===== config.mk =====
export PLATFORM = sky130hd
export DESIGN_NAME = hazard_ctrl_unit_flat
export DESIGN_NICKNAME = d
export VERILOG_FILES = /design/src/rtl/hazard_ctrl_unit_if.sv /design/src/rtl/hazard_ctrl_unit.sv /design/src/flat_wrapper.sv
export SDC_FILE = /design/constraint.sdc
export NUM_CORES = 1
export LEC_CHECK = 0
export CORE_MARGIN = 2
export CORE_UTILIZATION = 68
export DETAILED_ROUTE_END_ITERATION = 16
export DONT_BUFFER_PORTS = 1
export GPL_ROUTABILITY_DRIVEN = 0
export PLACE_DENSITY = 0.84
export REMOVE_ABC_BUFFERS = 1
export SETUP_SLACK_MARGIN = 0.05
export SKIP_LAST_GASP = 1
export SLEW_MARGIN = 20
export SYNTH_ARGS = -nofsm -noshare
export SYNTH_HDL_FRONTEND = slang
export SYNTH_SLANG_ARGS = --single-unit

===== constraint.sdc =====
create_clock -name CLK -period 6.3 [get_ports CLK]
set_clock_uncertainty 0.1 [all_clocks]
set_input_delay 1.26 -clock CLK [delete_from_list [all_inputs] [get_ports CLK]]
set_output_delay 1.26 -clock CLK [all_outputs]
set_load 0.05 [all_outputs]

===== src/rtl/hazard_ctrl_unit_if.sv =====
// Hazard-control bundle between the 5-stage datapath and hazard_ctrl_unit.
// master = datapath side (drives pipeline status, receives latch controls),
// slave  = hazard unit side.
interface hazard_ctrl_unit_if #(
    parameter int REGADDR_W = 5,
    parameter int CNT_W     = 16
);
    logic [REGADDR_W-1:0] ifid_rs;
    logic [REGADDR_W-1:0] ifid_rt;
    logic [REGADDR_W-1:0] idex_rs;
    logic [REGADDR_W-1:0] idex_rt;
    logic [REGADDR_W-1:0] idex_rd;
    logic                 idex_memread;
    logic [REGADDR_W-1:0] exmem_rd;
    logic [REGADDR_W-1:0] memwb_rd;
    logic                 exmem_regwrite;
    logic                 memwb_regwrite;
    logic                 ihit;
    logic                 dhit;
    logic                 dmemREN;
    logic                 dmemWEN;
    logic                 branch_taken;
    logic                 jump;
    logic                 halt;
    logic                 stall_ifid;
    logic                 stall_idex;
    logic                 stall_xmem;
    logic                 stall_wb;
    logic                 flush_ifid;
    logic                 flush_idex;
    logic                 flush_xmem;
    logic                 flush_wb;
    logic                 pc_en;
    logic [1:0]           fwd_a;
    logic [1:0]           fwd_b;
    logic [CNT_W-1:0]     stall_cnt;
    logic [CNT_W-1:0]     flush_cnt;
    logic                 dmem_timeout;

    modport master (
        output ifid_rs, ifid_rt, idex_rs, idex_rt, idex_rd, idex_memread,
               exmem_rd, memwb_rd, exmem_regwrite, memwb_regwrite,
               ihit, dhit, dmemREN, dmemWEN, branch_taken, jump, halt,
        input  stall_ifid, stall_idex, stall_xmem, stall_wb,
               flush_ifid, flush_idex, flush_xmem, flush_wb,
               pc_en, fwd_a, fwd_b, stall_cnt, flush_cnt, dmem_timeout
    );

    modport slave (
        input  ifid_rs, ifid_rt, idex_rs, idex_rt, idex_rd, idex_memread,
               exmem_rd, memwb_rd, exmem_regwrite, memwb_regwrite,
               ihit, dhit, dmemREN, dmemWEN, branch_taken, jump, halt,
        output stall_ifid, stall_idex, stall_xmem, stall_wb,
               flush_ifid, flush_idex, flush_xmem, flush_wb,
               pc_en, fwd_a, fwd_b, stall_cnt, flush_cnt, dmem_timeout
    );
endinterface


===== src/rtl/hazard_ctrl_unit.sv =====
// Pipeline hazard controller for the 5-stage MIPS core.
// Latch controls are decided in the same cycle as the hazard they answer
// (the datapath latches need them before the next edge); the FSM, bubble
// count, dmem wait timer, watchdog flag and perf counters are registered.
// The reset cycle and the cycle right after it are both "blank": every
// control is low and all registered state is held at its reset value.
module hazard_ctrl_unit #(
    parameter int REGADDR_W        = 5,
    parameter int LOAD_USE_BUBBLES = 1,
    parameter int BR_RESOLVE_STAGE = 1,
    parameter int CNT_W            = 16,
    parameter int DMEM_TIMEOUT     = 255
) (
    input logic          CLK,
    input logic          RST,
    hazard_ctrl_unit_if.slave hz
);
    localparam int TMR_W = $clog2(DMEM_TIMEOUT + 1);
    localparam int BUB_W = 3;
    localparam logic [TMR_W-1:0]     TMR_MAX    = TMR_W'(DMEM_TIMEOUT);
    localparam logic [BUB_W-1:0]     BUB_RELOAD = BUB_W'(LOAD_USE_BUBBLES - 1);
    localparam logic [CNT_W-1:0]     CNT_MAX    = {CNT_W{1'b1}};
    localparam logic [REGADDR_W-1:0] REG_ZERO   = {REGADDR_W{1'b0}};

    typedef enum logic [1:0] {
        ST_RUN       = 2'b00,
        ST_LOAD_USE  = 2'b01,
        ST_DMEM_WAIT = 2'b10,
        ST_HALTED    = 2'b11
    } state_t;

    state_t             state_r,   st_nxt_s;
    logic [BUB_W-1:0]   bub_r,     bub_nxt_s;
    logic [TMR_W-1:0]   tmr_r,     tmr_nxt_s;
    logic               tmo_r,     tmo_nxt_s;
    logic [CNT_W-1:0]   stall_cnt_r;
    logic [CNT_W-1:0]   flush_cnt_r;
    logic               rst_d_r;
    logic               blank_s;
    logic               dmem_miss_s;
    logic               ctrl_xfer_s;
    logic               load_use_s;
    logic               stall_inc_s;
    logic               flush_inc_s;
    logic               st_ifid_s, st_idex_s, st_xmem_s, st_wb_s;
    logic               fl_ifid_s, fl_idex_s, fl_xmem_s, fl_wb_s;
    logic               pc_en_s;
    logic [1:0]         fwd_a_s, fwd_b_s;

    // Forwarding select for one EX operand; EX/MEM is the younger result so it wins.
    function automatic logic [1:0] fwd_sel(
        input logic [REGADDR_W-1:0] src,
        input logic [REGADDR_W-1:0] ex_rd,
        input logic                 ex_wr,
        input logic [REGADDR_W-1:0] mem_rd,
        input logic                 mem_wr
    );
        logic [1:0] sel;
        if (ex_wr && (ex_rd != REG_ZERO) && (ex_rd == src)) begin
            sel = 2'b10;
        end else if (mem_wr && (mem_rd != REG_ZERO) && (mem_rd == src)) begin
            sel = 2'b01;
        end else begin
            sel = 2'b00;
        end
        return sel;
    endfunction

    assign blank_s     = RST | rst_d_r;
    assign dmem_miss_s = (hz.dmemREN | hz.dmemWEN) & ~hz.dhit;
    assign ctrl_xfer_s = hz.branch_taken | hz.jump;
    assign load_use_s  = hz.idex_memread && (hz.idex_rd != REG_ZERO) &&
                         ((hz.idex_rd == hz.ifid_rs) || (hz.idex_rd == hz.ifid_rt));

    // Remember that reset was high last cycle so the following cycle stays blank too.
    always_ff @(posedge CLK) begin
        if (RST) begin
            rst_d_r <= 1'b1;
        end else begin
            rst_d_r <= 1'b0;
        end
    end

    // Operand forwarding selects, forced to regfile while blank.
    always_comb begin
        fwd_a_s = 2'b00;
        fwd_b_s = 2'b00;
        if (blank_s) begin
            fwd_a_s = 2'b00;
            fwd_b_s = 2'b00;
        end else begin
            fwd_a_s = fwd_sel(hz.idex_rs, hz.exmem_rd, hz.exmem_regwrite,
                              hz.memwb_rd, hz.memwb_regwrite);
            fwd_b_s = fwd_sel(hz.idex_rt, hz.exmem_rd, hz.exmem_regwrite,
                              hz.memwb_rd, hz.memwb_regwrite);
        end
    end

    // Prioritised hazard resolution: halt > dmem miss > control transfer > load-use > imiss.
    always_comb begin
        st_nxt_s    = state_r;
        bub_nxt_s   = bub_r;
        tmr_nxt_s   = tmr_r;
        tmo_nxt_s   = tmo_r;
        stall_inc_s = 1'b0;
        flush_inc_s = 1'b0;
        st_ifid_s   = 1'b0;
        st_idex_s   = 1'b0;
        st_xmem_s   = 1'b0;
        st_wb_s     = 1'b0;
        fl_ifid_s   = 1'b0;
        fl_idex_s   = 1'b0;
        fl_xmem_s   = 1'b0;
        fl_wb_s     = 1'b0;
        pc_en_s     = 1'b0;
        if (blank_s) begin
            st_nxt_s  = ST_RUN;
            bub_nxt_s = {BUB_W{1'b0}};
            tmr_nxt_s = {TMR_W{1'b0}};
            tmo_nxt_s = 1'b0;
        end else if ((state_r == ST_HALTED) || hz.halt) begin
            // Freeze the whole pipe; only reset releases it.
            st_ifid_s = 1'b1;
            st_idex_s = 1'b1;
            st_xmem_s = 1'b1;
            st_wb_s   = 1'b1;
            st_nxt_s  = ST_HALTED;
        end else if (dmem_miss_s) begin
            // Hold everything up to MEM and drain a bubble into WB while waiting.
            st_ifid_s   = 1'b1;
            st_idex_s   = 1'b1;
            st_xmem_s   = 1'b1;
            fl_wb_s     = 1'b1;
            stall_inc_s = 1'b1;
            st_nxt_s    = ST_DMEM_WAIT;
            bub_nxt_s   = {BUB_W{1'b0}};
            if (tmr_r == TMR_MAX) begin
                tmr_nxt_s = tmr_r;
            end else begin
                tmr_nxt_s = tmr_r + TMR_W'(1);
            end
            tmo_nxt_s = tmo_r | (tmr_nxt_s == TMR_MAX);
        end else begin
            tmr_nxt_s = {TMR_W{1'b0}};
            st_nxt_s  = ST_RUN;
            bub_nxt_s = {BUB_W{1'b0}};
            if (ctrl_xfer_s) begin
                // Kill the wrong-path instructions younger than the resolve stage.
                fl_ifid_s   = 1'b1;
                fl_idex_s   = (BR_RESOLVE_STAGE == 2);
                pc_en_s     = 1'b1;
                flush_inc_s = 1'b1;
            end else if (state_r == ST_LOAD_USE) begin
                st_ifid_s   = 1'b1;
                fl_idex_s   = 1'b1;
                stall_inc_s = 1'b1;
                bub_nxt_s   = bub_r - BUB_W'(1);
                if (bub_r > BUB_W'(1)) begin
                    st_nxt_s = ST_LOAD_USE;
                end else begin
                    st_nxt_s = ST_RUN;
                end
            end else if (load_use_s) begin
                st_ifid_s   = 1'b1;
                fl_idex_s   = 1'b1;
                stall_inc_s = 1'b1;
                if (LOAD_USE_BUBBLES > 1) begin
                    st_nxt_s  = ST_LOAD_USE;
                    bub_nxt_s = BUB_RELOAD;
                end else begin
                    st_nxt_s  = ST_RUN;
                    bub_nxt_s = {BUB_W{1'b0}};
                end
            end else if (!hz.ihit) begin
                fl_ifid_s   = 1'b1;
                stall_inc_s = 1'b1;
            end else begin
                pc_en_s = 1'b1;
            end
        end
    end

    // FSM, bubble count, wait timer, watchdog flag and saturating perf counters.
    always_ff @(posedge CLK) begin
        if (blank_s) begin
            state_r     <= ST_RUN;
            bub_r       <= {BUB_W{1'b0}};
            tmr_r       <= {TMR_W{1'b0}};
            tmo_r       <= 1'b0;
            stall_cnt_r <= {CNT_W{1'b0}};
            flush_cnt_r <= {CNT_W{1'b0}};
        end else begin
            state_r <= st_nxt_s;
            bub_r   <= bub_nxt_s;
            tmr_r   <= tmr_nxt_s;
            tmo_r   <= tmo_nxt_s;
            if (stall_inc_s && (stall_cnt_r != CNT_MAX)) begin
                stall_cnt_r <= stall_cnt_r + CNT_W'(1);
            end
            if (flush_inc_s && (flush_cnt_r != CNT_MAX)) begin
                flush_cnt_r <= flush_cnt_r + CNT_W'(1);
            end
        end
    end

    assign hz.stall_ifid   = st_ifid_s;
    assign hz.stall_idex   = st_idex_s;
    assign hz.stall_xmem   = st_xmem_s;
    assign hz.stall_wb     = st_wb_s;
    assign hz.flush_ifid   = fl_ifid_s;
    assign hz.flush_idex   = fl_idex_s;
    assign hz.flush_xmem   = fl_xmem_s;
    assign hz.flush_wb     = fl_wb_s;
    assign hz.pc_en        = pc_en_s;
    assign hz.fwd_a        = fwd_a_s;
    assign hz.fwd_b        = fwd_b_s;
    assign hz.stall_cnt    = stall_cnt_r;
    assign hz.flush_cnt    = flush_cnt_r;
    assign hz.dmem_timeout = tmo_r;
endmodule


===== src/flat_wrapper.sv =====
// flat-port wrapper written by rule: the top's interface ports become plain ports
module hazard_ctrl_unit_flat 
#(
    parameter int REGADDR_W        = 5,
    parameter int LOAD_USE_BUBBLES = 1,
    parameter int BR_RESOLVE_STAGE = 1,
    parameter int CNT_W            = 16,
    parameter int DMEM_TIMEOUT     = 255
)
  (CLK, RST, hz_ifid_rs, hz_ifid_rt, hz_idex_rs, hz_idex_rt, hz_idex_rd, hz_idex_memread, hz_exmem_rd, hz_memwb_rd, hz_exmem_regwrite, hz_memwb_regwrite, hz_ihit, hz_dhit, hz_dmemREN, hz_dmemWEN, hz_branch_taken, hz_jump, hz_halt, hz_stall_ifid, hz_stall_idex, hz_stall_xmem, hz_stall_wb, hz_flush_ifid, hz_flush_idex, hz_flush_xmem, hz_flush_wb, hz_pc_en, hz_fwd_a, hz_fwd_b, hz_stall_cnt, hz_flush_cnt, hz_dmem_timeout);
  hazard_ctrl_unit_if #(.REGADDR_W(REGADDR_W), .CNT_W(CNT_W)) hz_i ();
  input logic CLK;
  input logic RST;
  input wire logic [$bits(hz_i.ifid_rs)-1:0] hz_ifid_rs;
  input wire logic [$bits(hz_i.ifid_rt)-1:0] hz_ifid_rt;
  input wire logic [$bits(hz_i.idex_rs)-1:0] hz_idex_rs;
  input wire logic [$bits(hz_i.idex_rt)-1:0] hz_idex_rt;
  input wire logic [$bits(hz_i.idex_rd)-1:0] hz_idex_rd;
  input wire logic [$bits(hz_i.idex_memread)-1:0] hz_idex_memread;
  input wire logic [$bits(hz_i.exmem_rd)-1:0] hz_exmem_rd;
  input wire logic [$bits(hz_i.memwb_rd)-1:0] hz_memwb_rd;
  input wire logic [$bits(hz_i.exmem_regwrite)-1:0] hz_exmem_regwrite;
  input wire logic [$bits(hz_i.memwb_regwrite)-1:0] hz_memwb_regwrite;
  input wire logic [$bits(hz_i.ihit)-1:0] hz_ihit;
  input wire logic [$bits(hz_i.dhit)-1:0] hz_dhit;
  input wire logic [$bits(hz_i.dmemREN)-1:0] hz_dmemREN;
  input wire logic [$bits(hz_i.dmemWEN)-1:0] hz_dmemWEN;
  input wire logic [$bits(hz_i.branch_taken)-1:0] hz_branch_taken;
  input wire logic [$bits(hz_i.jump)-1:0] hz_jump;
  input wire logic [$bits(hz_i.halt)-1:0] hz_halt;
  output wire logic [$bits(hz_i.stall_ifid)-1:0] hz_stall_ifid;
  output wire logic [$bits(hz_i.stall_idex)-1:0] hz_stall_idex;
  output wire logic [$bits(hz_i.stall_xmem)-1:0] hz_stall_xmem;
  output wire logic [$bits(hz_i.stall_wb)-1:0] hz_stall_wb;
  output wire logic [$bits(hz_i.flush_ifid)-1:0] hz_flush_ifid;
  output wire logic [$bits(hz_i.flush_idex)-1:0] hz_flush_idex;
  output wire logic [$bits(hz_i.flush_xmem)-1:0] hz_flush_xmem;
  output wire logic [$bits(hz_i.flush_wb)-1:0] hz_flush_wb;
  output wire logic [$bits(hz_i.pc_en)-1:0] hz_pc_en;
  output wire logic [$bits(hz_i.fwd_a)-1:0] hz_fwd_a;
  output wire logic [$bits(hz_i.fwd_b)-1:0] hz_fwd_b;
  output wire logic [$bits(hz_i.stall_cnt)-1:0] hz_stall_cnt;
  output wire logic [$bits(hz_i.flush_cnt)-1:0] hz_flush_cnt;
  output wire logic [$bits(hz_i.dmem_timeout)-1:0] hz_dmem_timeout;
  assign hz_i.ifid_rs = hz_ifid_rs;
  assign hz_i.ifid_rt = hz_ifid_rt;
  assign hz_i.idex_rs = hz_idex_rs;
  assign hz_i.idex_rt = hz_idex_rt;
  assign hz_i.idex_rd = hz_idex_rd;
  assign hz_i.idex_memread = hz_idex_memread;
  assign hz_i.exmem_rd = hz_exmem_rd;
  assign hz_i.memwb_rd = hz_memwb_rd;
  assign hz_i.exmem_regwrite = hz_exmem_regwrite;
  assign hz_i.memwb_regwrite = hz_memwb_regwrite;
  assign hz_i.ihit = hz_ihit;
  assign hz_i.dhit = hz_dhit;
  assign hz_i.dmemREN = hz_dmemREN;
  assign hz_i.dmemWEN = hz_dmemWEN;
  assign hz_i.branch_taken = hz_branch_taken;
  assign hz_i.jump = hz_jump;
  assign hz_i.halt = hz_halt;
  assign hz_stall_ifid = hz_i.stall_ifid;
  assign hz_stall_idex = hz_i.stall_idex;
  assign hz_stall_xmem = hz_i.stall_xmem;
  assign hz_stall_wb = hz_i.stall_wb;
  assign hz_flush_ifid = hz_i.flush_ifid;
  assign hz_flush_idex = hz_i.flush_idex;
  assign hz_flush_xmem = hz_i.flush_xmem;
  assign hz_flush_wb = hz_i.flush_wb;
  assign hz_pc_en = hz_i.pc_en;
  assign hz_fwd_a = hz_i.fwd_a;
  assign hz_fwd_b = hz_i.fwd_b;
  assign hz_stall_cnt = hz_i.stall_cnt;
  assign hz_flush_cnt = hz_i.flush_cnt;
  assign hz_dmem_timeout = hz_i.dmem_timeout;
  hazard_ctrl_unit #(.REGADDR_W(REGADDR_W), .LOAD_USE_BUBBLES(LOAD_USE_BUBBLES), .BR_RESOLVE_STAGE(BR_RESOLVE_STAGE), .CNT_W(CNT_W), .DMEM_TIMEOUT(DMEM_TIMEOUT)) u_core (.CLK(CLK), .RST(RST), .hz(hz_i));
endmodule

* After elaboration in Yosys (flattened, before gate mapping)
Index checks and enable logic that the tools add are counted.
** Word-level totals
- Output and inout port bits :: 46
- Register bits after elaboration :: 47
- Word-level logic and storage cells :: 107
** Operators by class
- Add/subtract/negate cells :: 4
- Mux-type cells :: 60
- Equal/unequal tests :: 12
- Bitwise logic cells :: 7
- $lt $le $gt $ge :: 1
- Reductions and logical operators :: 16
** Operators by type and width (count)
- $mux 1 :: 45
- $mux 8 :: 5
- $add 16x1->16 const B :: 2
- $ne 16x16->1 const B :: 2
- $eq 5x5->1 :: 6
- $eq 8x8->1 const B :: 2
- $reduce_bool 5->1 :: 3
- $mux 2 :: 7
- $logic_and 1x1->1 :: 10
- $mux 3 :: 3
- $add 8x1->8 const B :: 1
- $or 1x1->1 :: 4
- $gt 3x1->1 const B :: 1
- $sub 3x1->3 const B :: 1
- $eq 2x1->1 const B :: 1
- $eq 2x2->1 const B :: 1
- $logic_or 1x1->1 :: 2
- $not 1->1 :: 2
- $reduce_and 2->1 :: 1
- $and 1x1->1 :: 1

* Longest topological paths before layout
- Depth in word-level cells :: 10
- Gate-level depth with buffers :: 9
- Mapped depth without buffers :: 8

* Worst setup path before layout
No wires, ideal clock.
- Path type :: input port to output port
- Start point :: input port hz_exmem_rd[0]
- End point :: output port hz_fwd_a[0]
- Stages :: 4
- Buffers on the path :: 0
- Setup slack :: 1.213 ns
- Data arrival time :: 3.727 ns
- Path through :: or4_1 -> o21ai_0 -> nor3_1 -> nor4_1
** On the way
- Cells in the longest elaborated chain, start to end :: 5
** Ends and longest elaborated chain
- from (decl) :: line flat_wrapper.sv:20 : input wire logic [$bits(hz_i.exmem_rd)-1:0] hz_exmem_rd;
- $reduce_bool 5->1 :: line hazard_ctrl_unit.sv:59 : if (ex_wr && (ex_rd != REG_ZERO) && (ex_rd == src)) begin
- $logic_and 1x1->1 :: line hazard_ctrl_unit.sv:59
- $logic_and 1x1->1 * :: line hazard_ctrl_unit.sv:59
- $mux 2 * :: line hazard_ctrl_unit.sv:59
- $mux 2 * :: line hazard_ctrl_unit.sv:88 : if (blank_s) begin
- to (decl) :: line flat_wrapper.sv:40 : output wire logic [$bits(hz_i.fwd_a)-1:0] hz_fwd_a;
Every way passes the cells marked *; elsewhere a longest branch is shown, timed or not.

* Worst setup path in the final report
- Start point :: input port RST
- End point :: output port hz_flush_ifid
** On the way
- Cells in the longest elaborated chain, start to end :: 2
** Ends and longest elaborated chain
- from (decl) :: line flat_wrapper.sv:13 : input logic RST;
- $or 1x1->1 :: line hazard_ctrl_unit.sv:69 : assign blank_s = RST | rst_d_r;
- $mux 1 :: line hazard_ctrl_unit.sv:116 : if (blank_s) begin
- to (decl) :: line flat_wrapper.sv:35 : output wire logic [$bits(hz_i.flush_ifid)-1:0] hz_flush_ifid;
No other way between the ends.

==> flow_summary.html <==
<table>
<tr><th>Metric</th><th>Value</th></tr>
<tr><th colspan="2">STA</th></tr>
<tr><td>Actual transition at the worst max-transition pin</td><td>~1200 ps</td></tr>
<tr><td>Max-Slew Margin vs Limit</td><td>0.208</td></tr>
<tr><td>Slew Limit Fails</td><td>0</td></tr>
<tr><td>Final worst slack</td><td>1840 ps</td></tr>
<tr><td>Unrepaired setup endpoints after global routing</td><td>no</td></tr>
<tr><td>Final setup viols</td><td>0</td></tr>
<tr><td>Worst Hold Slack</td><td>roughly 390 ps</td></tr>
<tr><td>Peak Freq</td><td>224 MHz</td></tr>
<tr><td>Part of the cycle the worst path needs</td><td>0.708</td></tr>
<tr><td>Post-route setup TNS</td><td>0 ps</td></tr>
<tr><td>Post-route minimum period</td><td>between 4000 and 5000 ps</td></tr>
<tr><td>Final count of hold timing violations</td><td>0</td></tr>
<tr><th colspan="2">CTS</th></tr>
<tr><td>Sink count of the clock tree</td><td>47</td></tr>
<tr><td>Clock latency on the worst-skew pair</td><td>310 ps</td></tr>
<tr><td>H-tree lvl count</td><td>2</td></tr>
<tr><td>Clock tree buffer depth</td><td>2</td></tr>
<tr><td>Resize count post-CTS</td><td>0</td></tr>
<tr><td>Clock buffer count from CTS</td><td>5</td></tr>
<tr><td>Root buffer cell</td><td>clkbuf_8</td></tr>
<tr><td>Quantity of hold-fixing buffers added after cts</td><td>0</td></tr>
<tr><td>Clk slew on worst S/H paths</td><td>90 ps</td></tr>
<tr><td>CTS tree</td><td>built</td></tr>
<tr><td>Number of setup buffers added after CTS</td><td>0</td></tr>
<tr><th colspan="2">Setup path</th></tr>
<tr><td>Slowest library cell on the worst path</td><td>a211oi_2</td></tr>
<tr><td>Reg2reg end</td><td>u_core.hz.stall_cnt[1]</td></tr>
<tr><td>Biggest cell delay along the critical path</td><td>750 ps</td></tr>
<tr><td>Cell chain of the critical path</td><td>or2_2 &gt; nor2_1 &gt; nand2_1 &gt; a211oi_2</td></tr>
<tr><td>Buffers plus inverters on the worst setup path</td><td>0</td></tr>
<tr><td>Required time worst endpoint</td><td>slightly below 5000 ps</td></tr>
<tr><td>Critical Path AT</td><td>3100 ps</td></tr>
<tr><td>Reg2reg start</td><td>u_core.hz.stall_cnt[4]</td></tr>
<tr><td>Startpoint type of the worst setup path</td><td>input pin</td></tr>
<tr><td>Start-to-end type of the worst setup path</td><td>in -&gt; out</td></tr>
<tr><td>Worst Reg-to-Reg Cells</td><td>7</td></tr>
<tr><td>Setup slack of the most critical reg-to-reg path</td><td>3590 ps</td></tr>
<tr><td>Crit path max-delay family</td><td>simple AND/OR/NAND/NOR gates</td></tr>
<tr><td>Setup crit end kind</td><td>output pin</td></tr>
<tr><td>Crit Path Max Fanout</td><td>just over 40</td></tr>
<tr><th colspan="2">GRT</th></tr>
<tr><td>Overall fraction of global-route tracks in use</td><td>0.280</td></tr>
<tr><td>Maximum number of pins on one net before global-route repair</td><td>42</td></tr>
<tr><td>First-pass GRT wire length</td><td>9960 µm</td></tr>
<tr><td>Number of global-route vias before repair</td><td>2356</td></tr>
<tr><td>Total global routing overflow</td><td>0</td></tr>
<tr><td>Initial antenna violation count</td><td>0</td></tr>
<tr><th colspan="2">Floorplanning</th></tr>
<tr><td>Die Area</td><td>4670 µm²</td></tr>
<tr><td>DIE WIDTH</td><td>between 60 and 70 µm</td></tr>
<tr><td>Core ar.</td><td>4000 µm²</td></tr>
<tr><td>Die height</td><td>roughly 70 µm</td></tr>
<tr><td>Initial core utilization</td><td>0.704</td></tr>
<tr><td>Cell Rows</td><td>23</td></tr>
<tr><td>Top-level I/O count</td><td>between 90 and 100</td></tr>
<tr><th colspan="2">Cells and area</th></tr>
<tr><td>Most common library cell in the layout ignoring fill and taps</td><td>dfxtp_1</td></tr>
<tr><td>Fraction of layout instances using a drive strength above 1</td><td>0.0706</td></tr>
<tr><td>Most frequent cells in the layout</td><td>dfxtp_1 (47), nor2_1 (34), a21oi_1 (29), nand2_1 (28), xnor2_1 (27)</td></tr>
<tr><td>Fill count</td><td>313</td></tr>
<tr><td>Non-filler instance count after layout</td><td>~400</td></tr>
<tr><td>Area added between synthesis and finish</td><td>5.96%</td></tr>
<tr><td># nets final</td><td>405</td></tr>
<tr><td>Final Cell Area</td><td>2980 µm²</td></tr>
<tr><td>Number of diodes</td><td>0</td></tr>
<tr><th colspan="2">Placed design</th></tr>
<tr><td>Number of placed instances with taps included</td><td>396</td></tr>
<tr><td>HPWL after DPL</td><td>between 4000 and 5000 µm</td></tr>
<tr><td>Number of port buffers</td><td>0</td></tr>
<tr><td>Post-Place Worst Slack</td><td>1860 ps</td></tr>
<tr><td>Placement-stage cell area</td><td>2890 µm²</td></tr>
<tr><th colspan="2">Run</th></tr>
<tr><td>Max-cap violations</td><td>0</td></tr>
<tr><th colspan="2">Worst hold path</th></tr>
<tr><td>Endpoint of the worst hold-timing path</td><td>u_core.tmr_r[1]</td></tr>
<tr><td>Hold-critical path depth</td><td>2</td></tr>
<tr><td>Worst min-delay path category</td><td>reg -&gt; reg</td></tr>
<tr><td>Worst min-delay path startpoint</td><td>u_core.tmr_r[1]</td></tr>
<tr><th colspan="2">Logic synthesis</th></tr>
<tr><td>Syn Inst Count</td><td>around 350</td></tr>
<tr><td>Predominant post-synthesis flop cell</td><td>dfxtp_1</td></tr>
<tr><td>Post-synthesis sequential element count</td><td>47</td></tr>
<tr><td>Dominant combinational cell family by area after synthesis</td><td>simple AND/OR/NAND/NOR gates</td></tr>
<tr><td>Share of synthesized area spent on multiplexers</td><td>0.0107</td></tr>
<tr><td>Top cells by area in the synthesized netlist</td><td>dfxtp_1 (33%), xnor2_1 (8.4%), xor2_1 (5.6%)</td></tr>
<tr><td>Compound-Gate Fraction of Synth Area</td><td>0.171</td></tr>
<tr><td>Proportion of synthesized chip area in sequential cells</td><td>0.334</td></tr>
<tr><td>Yosys top cell area share</td><td>0.334</td></tr>
<tr><td>Synth warnings</td><td>0</td></tr>
<tr><td>Number of enable-type register cells in the synthesized netlist</td><td>0</td></tr>
<tr><td>Avg Inst Size Synth</td><td>approximately 8.0 µm²</td></tr>
<tr><td>Area fraction in and, or, nand and nor cells after synthesis</td><td>0.282</td></tr>
<tr><td>Xor/xnor cell area share of the yosys netlist</td><td>0.140</td></tr>
<tr><td>Cell variety after synth</td><td>51</td></tr>
<tr><td>Adder-cell area share of the yosys netlist</td><td>0.0222</td></tr>
<tr><td>Synth async-reset ratio</td><td>0</td></tr>
<tr><td>Mapped cell area</td><td>2820 µm²</td></tr>
<tr><td>Post-synthesis cell type with the largest combined area</td><td>dfxtp_1</td></tr>
<tr><th colspan="2">Power</th></tr>
<tr><td>Internal power of the cells</td><td>399 µW</td></tr>
<tr><td>Flop pwr share</td><td>0.549</td></tr>
<tr><td>Switching Share</td><td>0.272</td></tr>
<tr><td>Logic gate share of total power</td><td>0.101</td></tr>
<tr><td>Reported net switching power</td><td>about 150 µW</td></tr>
<tr><td>Worst IR drop on VDD</td><td>0.118 mV</td></tr>
<tr><td>Clk pwr share</td><td>0.350</td></tr>
<tr><td>Pleak</td><td>~0.96 nW</td></tr>
<tr><td>Cell area power density</td><td>184 nW/µm²</td></tr>
<tr><th colspan="2">Drt</th></tr>
<tr><td>Total detailed-routing wirelength</td><td>6420 µm</td></tr>
<tr><td>DRC violation count after routing</td><td>0</td></tr>
<tr><td>Vias</td><td>around 2600</td></tr>
<tr><td>Average detailed-routed wire length per instance</td><td>15.9 µm</td></tr>
<tr><td>DRC violation total after the first TritonRoute iteration</td><td>152</td></tr>
<tr><td>Post-detailed-route via-to-cell ratio</td><td>6.42</td></tr>
<tr><td>Initial DRT Pass Iterations</td><td>5</td></tr>
<tr><td>Antenna-violating nets left</td><td>0</td></tr>
<tr><th colspan="2">Outcome</th></tr>
<tr><td>Result of the run</td><td>finished, final reports clean</td></tr>
</table>
[power by group through the flow]
stage	clock [mW]	sequential [mW]	combinational (mW)
5_1_grt	0.206	0.301	0.0610
3_3_place_gp	0	0.308	0.0537
2_1_floorplan	0	0.307	0.0447
3_5_place_dp	0	0.308	0.0551
6_report	0.192	0.301	0.0555
4_1_cts	0.195	0.301	0.0554
[sequential cells by signal, summed over array words and instances, names as in the netlist]
register / cells
u_core.hz.stall_cnt: 16
u_core.rst_d_r: 1
u_core.tmr_r: 8
u_core.bub_r: 3
u_core.hz.flush_cnt: 16
u_core.hz.dmem_timeout: 1
u_core.state_r: 2
[cell type report]
| type | instances | area, µm² | area share |
|---|---|---|---|
| Sequential cell | 47 | 941 | 0.315 |
| Tap cell | 50 | 62.6 | 0.0210 |
| Inverter | 12 | 45.0 | 0.0151 |
| Multi-Input combinational cell | 282 | 1810 | 0.605 |
| Clock buffer | 5 | 68.8 | 0.0231 |
| Timing Repair Buffer | 5 | 37.5 | 0.0126 |
| Clock inverter | 3 | 22.5 | 0.00755 |
[cells by family (layout without fill, tap and decap cells)]
logic type | after synthesis | in the layout
AO/OA/AOI/OAI | 80 | 80
XOR/XNOR | 45 | 45
adder cells (fa/ha/maj) | 5 | 5
buffers and inverters | 25 | 25
flip-flops | 47 | 47
multiplexers | 3 | 3
other | 1 | 1
AND/OR/NAND/NOR | 148 | 148
[cells in the mapped netlist, drive strengths merged, types with 3 or more instances]
library cell / count
or3: 11
nor2: 34
xnor2: 27
xor2: 18
mux2i: 3
a21o: 3
a31oi: 4
buf: 5
and4: 4
nor3: 8
nand4: 16
ha: 5
clkbuf: 8
inv: 11
nand2: 28
nor4: 7
and3: 5
dfxtp: 47
a21oi: 30
or4: 6
and2: 3
o21ai: 23
o211ai: 3
nand3: 19
[tightest hold or removal path, cell delays in order, from the launching register on]
cell     delay, ps
dfxtp_1        340
nand2_1         60
a21oi_1         50
[how the worst max path moves through the flow]
stage,cells past startpoint,from,end,slack [ps]
after floorplan,4,hz_exmem_rd[0],hz_fwd_a[0],1210
after global placement,4,RST,hz_flush_ifid,1920
after detailed placement,4,RST,hz_flush_ifid,1860
after CTS,4,RST,hz_flush_ifid,1860
after global routing,4,RST,hz_flush_ifid,1760
final,4,RST,hz_flush_ifid,1840
[per-stage QoR]
step                power [mW]  utilization
finish                   0.548        0.746
global route             0.567        0.746
CTS                      0.551        0.746
detailed placement       0.363        0.723
global placement         0.361        0.721
floorplan                0.352            -
[per-layer routing]
layer / vias up / share of wire / GRT usage
met4: 0 / 0.014 / 0.108
met5: - / 0 / 0
met3: 11 / 0.080 / 0.0773
met2: 118 / 0.49 / 0.500
li1: 1282 / - / -
met1: 1182 / 0.42 / 0.314
No activity file was read; power rests on OpenSTA's default activity.
==> RTL edit 1: new RTL, same flow settings <==
Re-encode `state_t` (4 states) as one-hot, 4 bits wide.
--- a/src/rtl/hazard_ctrl_unit.sv
+++ b/src/rtl/hazard_ctrl_unit.sv
@@ -22,11 +22,11 @@
     localparam logic [CNT_W-1:0]     CNT_MAX    = {CNT_W{1'b1}};
     localparam logic [REGADDR_W-1:0] REG_ZERO   = {REGADDR_W{1'b0}};
 
-    typedef enum logic [1:0] {
-        ST_RUN       = 2'b00,
-        ST_LOAD_USE  = 2'b01,
-        ST_DMEM_WAIT = 2'b10,
-        ST_HALTED    = 2'b11
+    typedef enum logic [3:0] {
+        ST_RUN       = 4'b0001,
+        ST_LOAD_USE  = 4'b0010,
+        ST_DMEM_WAIT = 4'b0100,
+        ST_HALTED    = 4'b1000
     } state_t;
 
     state_t             state_r,   st_nxt_s;
Check against the original RTL: no difference found for any inputs over 10 cycles, from zero or initial values; not proved beyond that.
==> RTL edit 1 against the original RTL <==
Sequential cell count is 2 higher. Worst hold slack worse by 0.0053 ns. Area after synthesis rose by 1.2%. Fmax fell by 3.2%. Worst setup slack got worse by 0.15 ns. Design area rose by 3.0%. Sequential share of layout area grew 0.39 points. Routed wire length increased by 2.6%. Power up 17%. Non-clock buffer count increased by 2.
==> RTL edit 1: results (changes against the original RTL) <==
run_status:
  outcome: "finished, final reports clean"  # unchanged
layout:
  nNetsFinal: 407  # was 405
  final_cells: 406  # was 404
  layout-drive-gt1-share: 0.07303  # was 0.07062
yosys:
  synth_seq_area_share: 0.3445  # was 0.3342
  synth_commonest_cells: "dfxtp_1, nand2_1, a21oi_1, nor2_1, xnor2_1"  # was dfxtp_1, nor2_1, a21oi_1, nand2_1, xnor2_1
  synthXorXnorAreaFrac: 0.1261  # was 0.1400
  yosys-top-cells-area: "dfxtp_1, xnor2_1, xor2_1"  # unchanged
  synth-adder-area-share: 0.02197  # was 0.02222
  synth_top_area_frac: 0.3445  # was 0.3342
  synth_mux_area_frac: 0.01054  # was 0.01067
  avgSynthCellArea_sq_um: 8.022  # was 7.953 sq um
  synth-compound-area-share: 0.1744  # was 0.1707
  synth-main-ff-cell: "dfxtp_1"  # unchanged
power_and_ir_drop:
  p_leak_uw: 0.0009996  # was 0.0009609 uW
  ir_worst_vdd_v: 0.0001730  # was 0.0001183 V
hold_path:
  hp-start: "u_core.bub_r[2]"  # was u_core.tmr_r[1]
  hp-class: "register to register"  # unchanged
routing:
  dr_total_vias: 2635  # was 2593
  drt_first_pass_iters: 4  # was 5
  drtIter0Drc: 178  # was 152
  post_drt_wl_per_cell_um: 16.24  # was 15.90 um
setup_path:
  crit_path_start: "hz_idex_rd[1]"  # was RST
  critPathMaxFanout: 3  # was 41
  reg2reg_from: "u_core.hz.stall_cnt[0]"  # was u_core.hz.stall_cnt[4]
global_route:
  grt_pass1_wl_mm: 10.02  # was 9.963 mm
  grt_max_degree: 36  # was 42
  gr-usage-all-layers: 0.2768  # was 0.2799
  grt_pass1_vias: 2406  # was 2356
placement:
  postPlaceCellArea_sq_mm: 0.002925  # was 0.002892 sq mm
  preCtsSetupSlack_ns: 1.741  # was 1.859 ns
  dp_cells: 398  # was 396
  hpwl_mm: 4.855  # was 4.796 mm
sta:
  tightest_slew_ns: 1.106  # was 1.183 ns
clock_network:
  clkLatencyLatePin_ns: 0.31  # about the same
  h-tree-depth: 2  # unchanged
==> RTL edit 1: kinds of logic (layout without fill, tap and decap cells) <==
| group | after synthesis | count (layout) |
|---|---|---|
| fa+ha+maj | 5 | 5 |
| other cells | 1 | 1 |
| xor+xnor | 41 | 41 |
| compound gates | 82 | 82 |
| mux | 3 | 3 |
| simple gates | 152 | 152 |
| buf+inv | 22 | 23 |
| flops | 49 | 49 |
==> RTL edit 1: where the power goes <==
| group | internal (uW) | switching (uW) | leakage (uW) |
|---|---|---|---|
| sequential | 311 | 2.86 | 0.000395 |
| clock | 160 | 111 | 0.0000687 |
| combinational | 21.4 | 37.6 | 0.000535 |
| total | 492 | 152 | 0.00100 |
==> RTL edit 1: critical path, cell delays in order <==
cell     delay (ns)
or3_1          0.35
o311a_1        0.36
a21oi_1        0.26
nand3_1        0.15
a21oi_1        0.86
==> RTL edit 1: worst paths after layout <==
check                       endpoint  slack (ns)  cells past startpoint
min                  u_core.bub_r[2]        0.39                      2
max                    hz_flush_ifid        1.69                      5
max reg2reg  u_core.hz.stall_cnt[14]        3.44                      7
min reg2reg          u_core.bub_r[2]        0.39                      2
==> RTL edit 1: routing by layer <==
metal,vias up,track usage,part of all wire
met5,-,0,0
li1,1311,-,-
met3,9,0.09578,0.079
met1,1224,0.3149,0.41
met2,91,0.4916,0.50
met4,0,0.07353,0.010
==> RTL edit 1: cell type report <==
cell class                      instances  area [sq um]
Multi-Input combinational cell        284          1808
Clock inverter                          3         68.82
Inverter                                8         30.03
Sequential cell                        49         980.9
Clock buffer                            5         68.82
Timing Repair Buffer                    7         52.55
Tap cell                               50         62.56
Fill cell                             315         957.2
==> RTL edit 2: new RTL, config.mk and constraints unchanged <==
Made on the original files. `CNT_W` is set to 16 in 3 places; all go to 32.
--- a/src/rtl/hazard_ctrl_unit_if.sv
+++ b/src/rtl/hazard_ctrl_unit_if.sv
@@ -3,7 +3,7 @@
 // slave  = hazard unit side.
 interface hazard_ctrl_unit_if #(
     parameter int REGADDR_W = 5,
-    parameter int CNT_W     = 16
+    parameter int CNT_W     = 32
 );
     logic [REGADDR_W-1:0] ifid_rs;
     logic [REGADDR_W-1:0] ifid_rt;
--- a/src/rtl/hazard_ctrl_unit.sv
+++ b/src/rtl/hazard_ctrl_unit.sv
@@ -8,7 +8,7 @@
     parameter int REGADDR_W        = 5,
     parameter int LOAD_USE_BUBBLES = 1,
     parameter int BR_RESOLVE_STAGE = 1,
-    parameter int CNT_W            = 16,
+    parameter int CNT_W            = 32,
     parameter int DMEM_TIMEOUT     = 255
 ) (
     input logic          CLK,
--- a/src/flat_wrapper.sv
+++ b/src/flat_wrapper.sv
@@ -4,7 +4,7 @@
     parameter int REGADDR_W        = 5,
     parameter int LOAD_USE_BUBBLES = 1,
     parameter int BR_RESOLVE_STAGE = 1,
-    parameter int CNT_W            = 16,
+    parameter int CNT_W            = 32,
     parameter int DMEM_TIMEOUT     = 255
 )
   (CLK, RST, hz_ifid_rs, hz_ifid_rt, hz_idex_rs, hz_idex_rt, hz_idex_rd, hz_idex_memread, hz_exmem_rd, hz_memwb_rd, hz_exmem_regwrite, hz_memwb_regwrite, hz_ihit, hz_dhit, hz_dmemREN, hz_dmemWEN, hz_branch_taken, hz_jump, hz_halt, hz_stall_ifid, hz_stall_idex, hz_stall_xmem, hz_stall_wb, hz_flush_ifid, hz_flush_idex, hz_flush_xmem, hz_flush_wb, hz_pc_en, hz_fwd_a, hz_fwd_b, hz_stall_cnt, hz_flush_cnt, hz_dmem_timeout);
Interface: changed (resized hz_flush_cnt and hz_stall_cnt); port bits go from 93 to 125. No check against the original RTL was run, so the function may have changed too.
==> RTL edit 2 against the original RTL <==
Design area increased by 62%. Sequential cell count increased by 32. Register-to-register slack got worse by 0.53 ns. Power increased by 82%. Routed wire length increased by 67%. Sequential share of layout area increased by 1.3 points. Area after synthesis increased by 60%. Cell count increased by 57%. Clock power increased by 120%. Via count increased by 63%. Largest cell class unchanged. Sequential power increased by 67%. Worst setup slack got worse by 0.0024 ns.
==> RTL edit 2: results (changes against the original RTL) <==
clock_network:
  cts_resized: 0  # unchanged
  clkLatencyLatePin_ns: 0.35  # was 0.31 ns
  clk_root_buffer_cell: "clkbuf_8"  # unchanged
  h-tree-depth: 3  # was 2
  clk_path_buf_depth: 2  # unchanged
  cts_buffers: 9  # was 5
  postCtsSetupBuffers: 0  # unchanged
  clk_pin_slew_ns: 0.08
power_and_ir_drop:
  p_leak_uw: 0.001461  # was 0.0009609 uW
  ir_worst_vdd_v: 0.0001611  # was 0.0001183 V
  swShare: 0.2455  # was 0.2720
yosys:
  synth_seq_area_share: 0.3510  # was 0.3342
  ys_warn_count: 0  # unchanged
  synth-adder-area-share: 0.01389  # was 0.02222
  synthXorXnorAreaFrac: 0.1147  # was 0.1400
  synth.distinct_cells: 59  # was 51
  async_flop_share: 0  # unchanged
  yosys-top-cells-area: "dfxtp_1, xnor2_1, a21oi_1"  # was dfxtp_1, xnor2_1, xor2_1
  synth-compound-area-share: 0.1369  # was 0.1707
  synth_commonest_cells: "dfxtp_1, nand2_1, nor2_1, a21oi_1, xnor2_1"  # was dfxtp_1, nor2_1, a21oi_1, nand2_1, xnor2_1
  synth_mux_area_frac: 0.02499  # was 0.01067
hold_path:
  hold-path-cell-count: 2  # unchanged
  hp-class: "register to register"  # unchanged
global_route:
  grt_pass1_vias: 4000  # was 2356
  gr-usage-all-layers: 0.2918  # was 0.2799
  met3_usage: 0.08560  # was 0.07730
  grt_max_degree: 53  # was 42
  globalRouteMet1Util: 0.3465  # was 0.3137
  antenna_found_initial: 0  # unchanged
  use_met2: 0.5078  # was 0.5000
  grt_pass1_wl_mm: 17.62  # was 9.963 mm
placement:
  preCtsSetupSlack_ns: 1.856  # was 1.859 ns
  hpwl_mm: 7.795  # was 4.796 mm
  io_buffers: 0  # unchanged
layout:
  n_antenna_cell: 0  # unchanged
  layout-drive-gt1-share: 0.07899  # was 0.07062
  nNetsFinal: 604  # was 405
run_status:
  outcome: "finished, final reports clean"  # unchanged
setup_path:
  reg2reg_depth: 6  # was 7
  slowest_delay_ns: 0.57  # was 0.75 ns
  slowest_stage: "o311a_1"  # was a211oi_2
  critPathTopFamily: "compound AO/OA/AOI/OAI gates"  # was simple AND/OR/NAND/NOR gates
  critPathMaxFanout: 3  # was 41
routing:
  dr_total_vias: 4217  # was 2593
  post_drt_wl_per_cell_um: 16.91  # was 15.90 um
  drt_first_pass_iters: 4  # was 5
  drtIter0Drc: 239  # was 152
sta:
  finalSetupViolCount: 0  # unchanged
  max_slew_margin: 0.3596  # was 0.2077
RTL edit 2: cell count changes after synthesis, sizes merged, moves of 8 or more:
cell / change
nand3: +15
a21oi: +15
and3: +10
nor2: +16
nand2: +24
or4: +17
dfxtp: +32
o31ai: +15
nor3: +8
clkbuf: +8
xnor2: +11
nor4: +14
RTL edit 2: final cells by class:
| class | count | area (sq um) |
|---|---|---|
| fill | 506 | 1564 |
| clock buffer | 9 | 123.9 |
| sequential | 79 | 1582 |
| inverter | 11 | 41.29 |
| timing repair buffer | 9 | 67.56 |
| multi-input combinational | 442 | 2809 |
| tap | 77 | 96.34 |
| clock inverter | 7 | 102.6 |
RTL edit 2: worst paths after layout:
kind / from / to / slack (ns)
worst min register to register: u_core.bub_r[1] / u_core.bub_r[1] / 0.40
worst max register to register: u_core.hz.flush_cnt[2] / u_core.hz.flush_cnt[3] / 3.06
worst max-delay path: hz_idex_rd[0] / hz_pc_en / 1.84
worst min-delay path: u_core.bub_r[1] / u_core.bub_r[1] / 0.40
RTL edit 2: logic make-up after synthesis:
kind of cell             Yosys count
AO/OA/AOI/OAI                    101
multiplexers                      11
AND/OR/NAND/NOR                  265
other                              1
XOR/XNOR                          59
buffers and inverters             37
flip-flops                        79
adder cells (fa/ha/maj)            5
RTL edit 2: through the flow:
step / cells / utilization / instance area [sq um] / total power, uW
4_1_cts: 634 / 0.7551 / 4822 / 999.9
3_5_place_dp: 618 / 0.7196 / 4596 / 579.3
6_report: 634 / 0.7551 / 4822 / 996.1
3_3_place_gp: 618 / 0.7185 / 4588 / 576.8
2_1_floorplan: 532 / - / 4387 / 564.3
5_1_grt: 634 / 0.7551 / 4822 / 1031
RTL edit 2: worst min-delay path, delay by kind of cell (launching register included):
| family | cells | cell delay (ns) |
|---|---|---|
| flops | 1 | 0.34 |
| simple gates | 1 | 0.07 |
| compound gates | 1 | 0.06 |
RTL edit 2: per-layer routing:
layer / share of wire / wire length (um)
met5: 0 / 0
met1: 0.40 / 4337
met3: 0.076 / 812
met2: 0.51 / 5420
met4: 0.014 / 152
RTL edit 2: power groups by stage:
stage	Clock (uW)	Sequential [uW]	Combinational, uW
floorplan	0	514	50.4
global placement	0	514	62.3
detailed placement	0	515	64.8
CTS	432	503	65.1
global route	457	503	70.6
finish	428	503	65.2
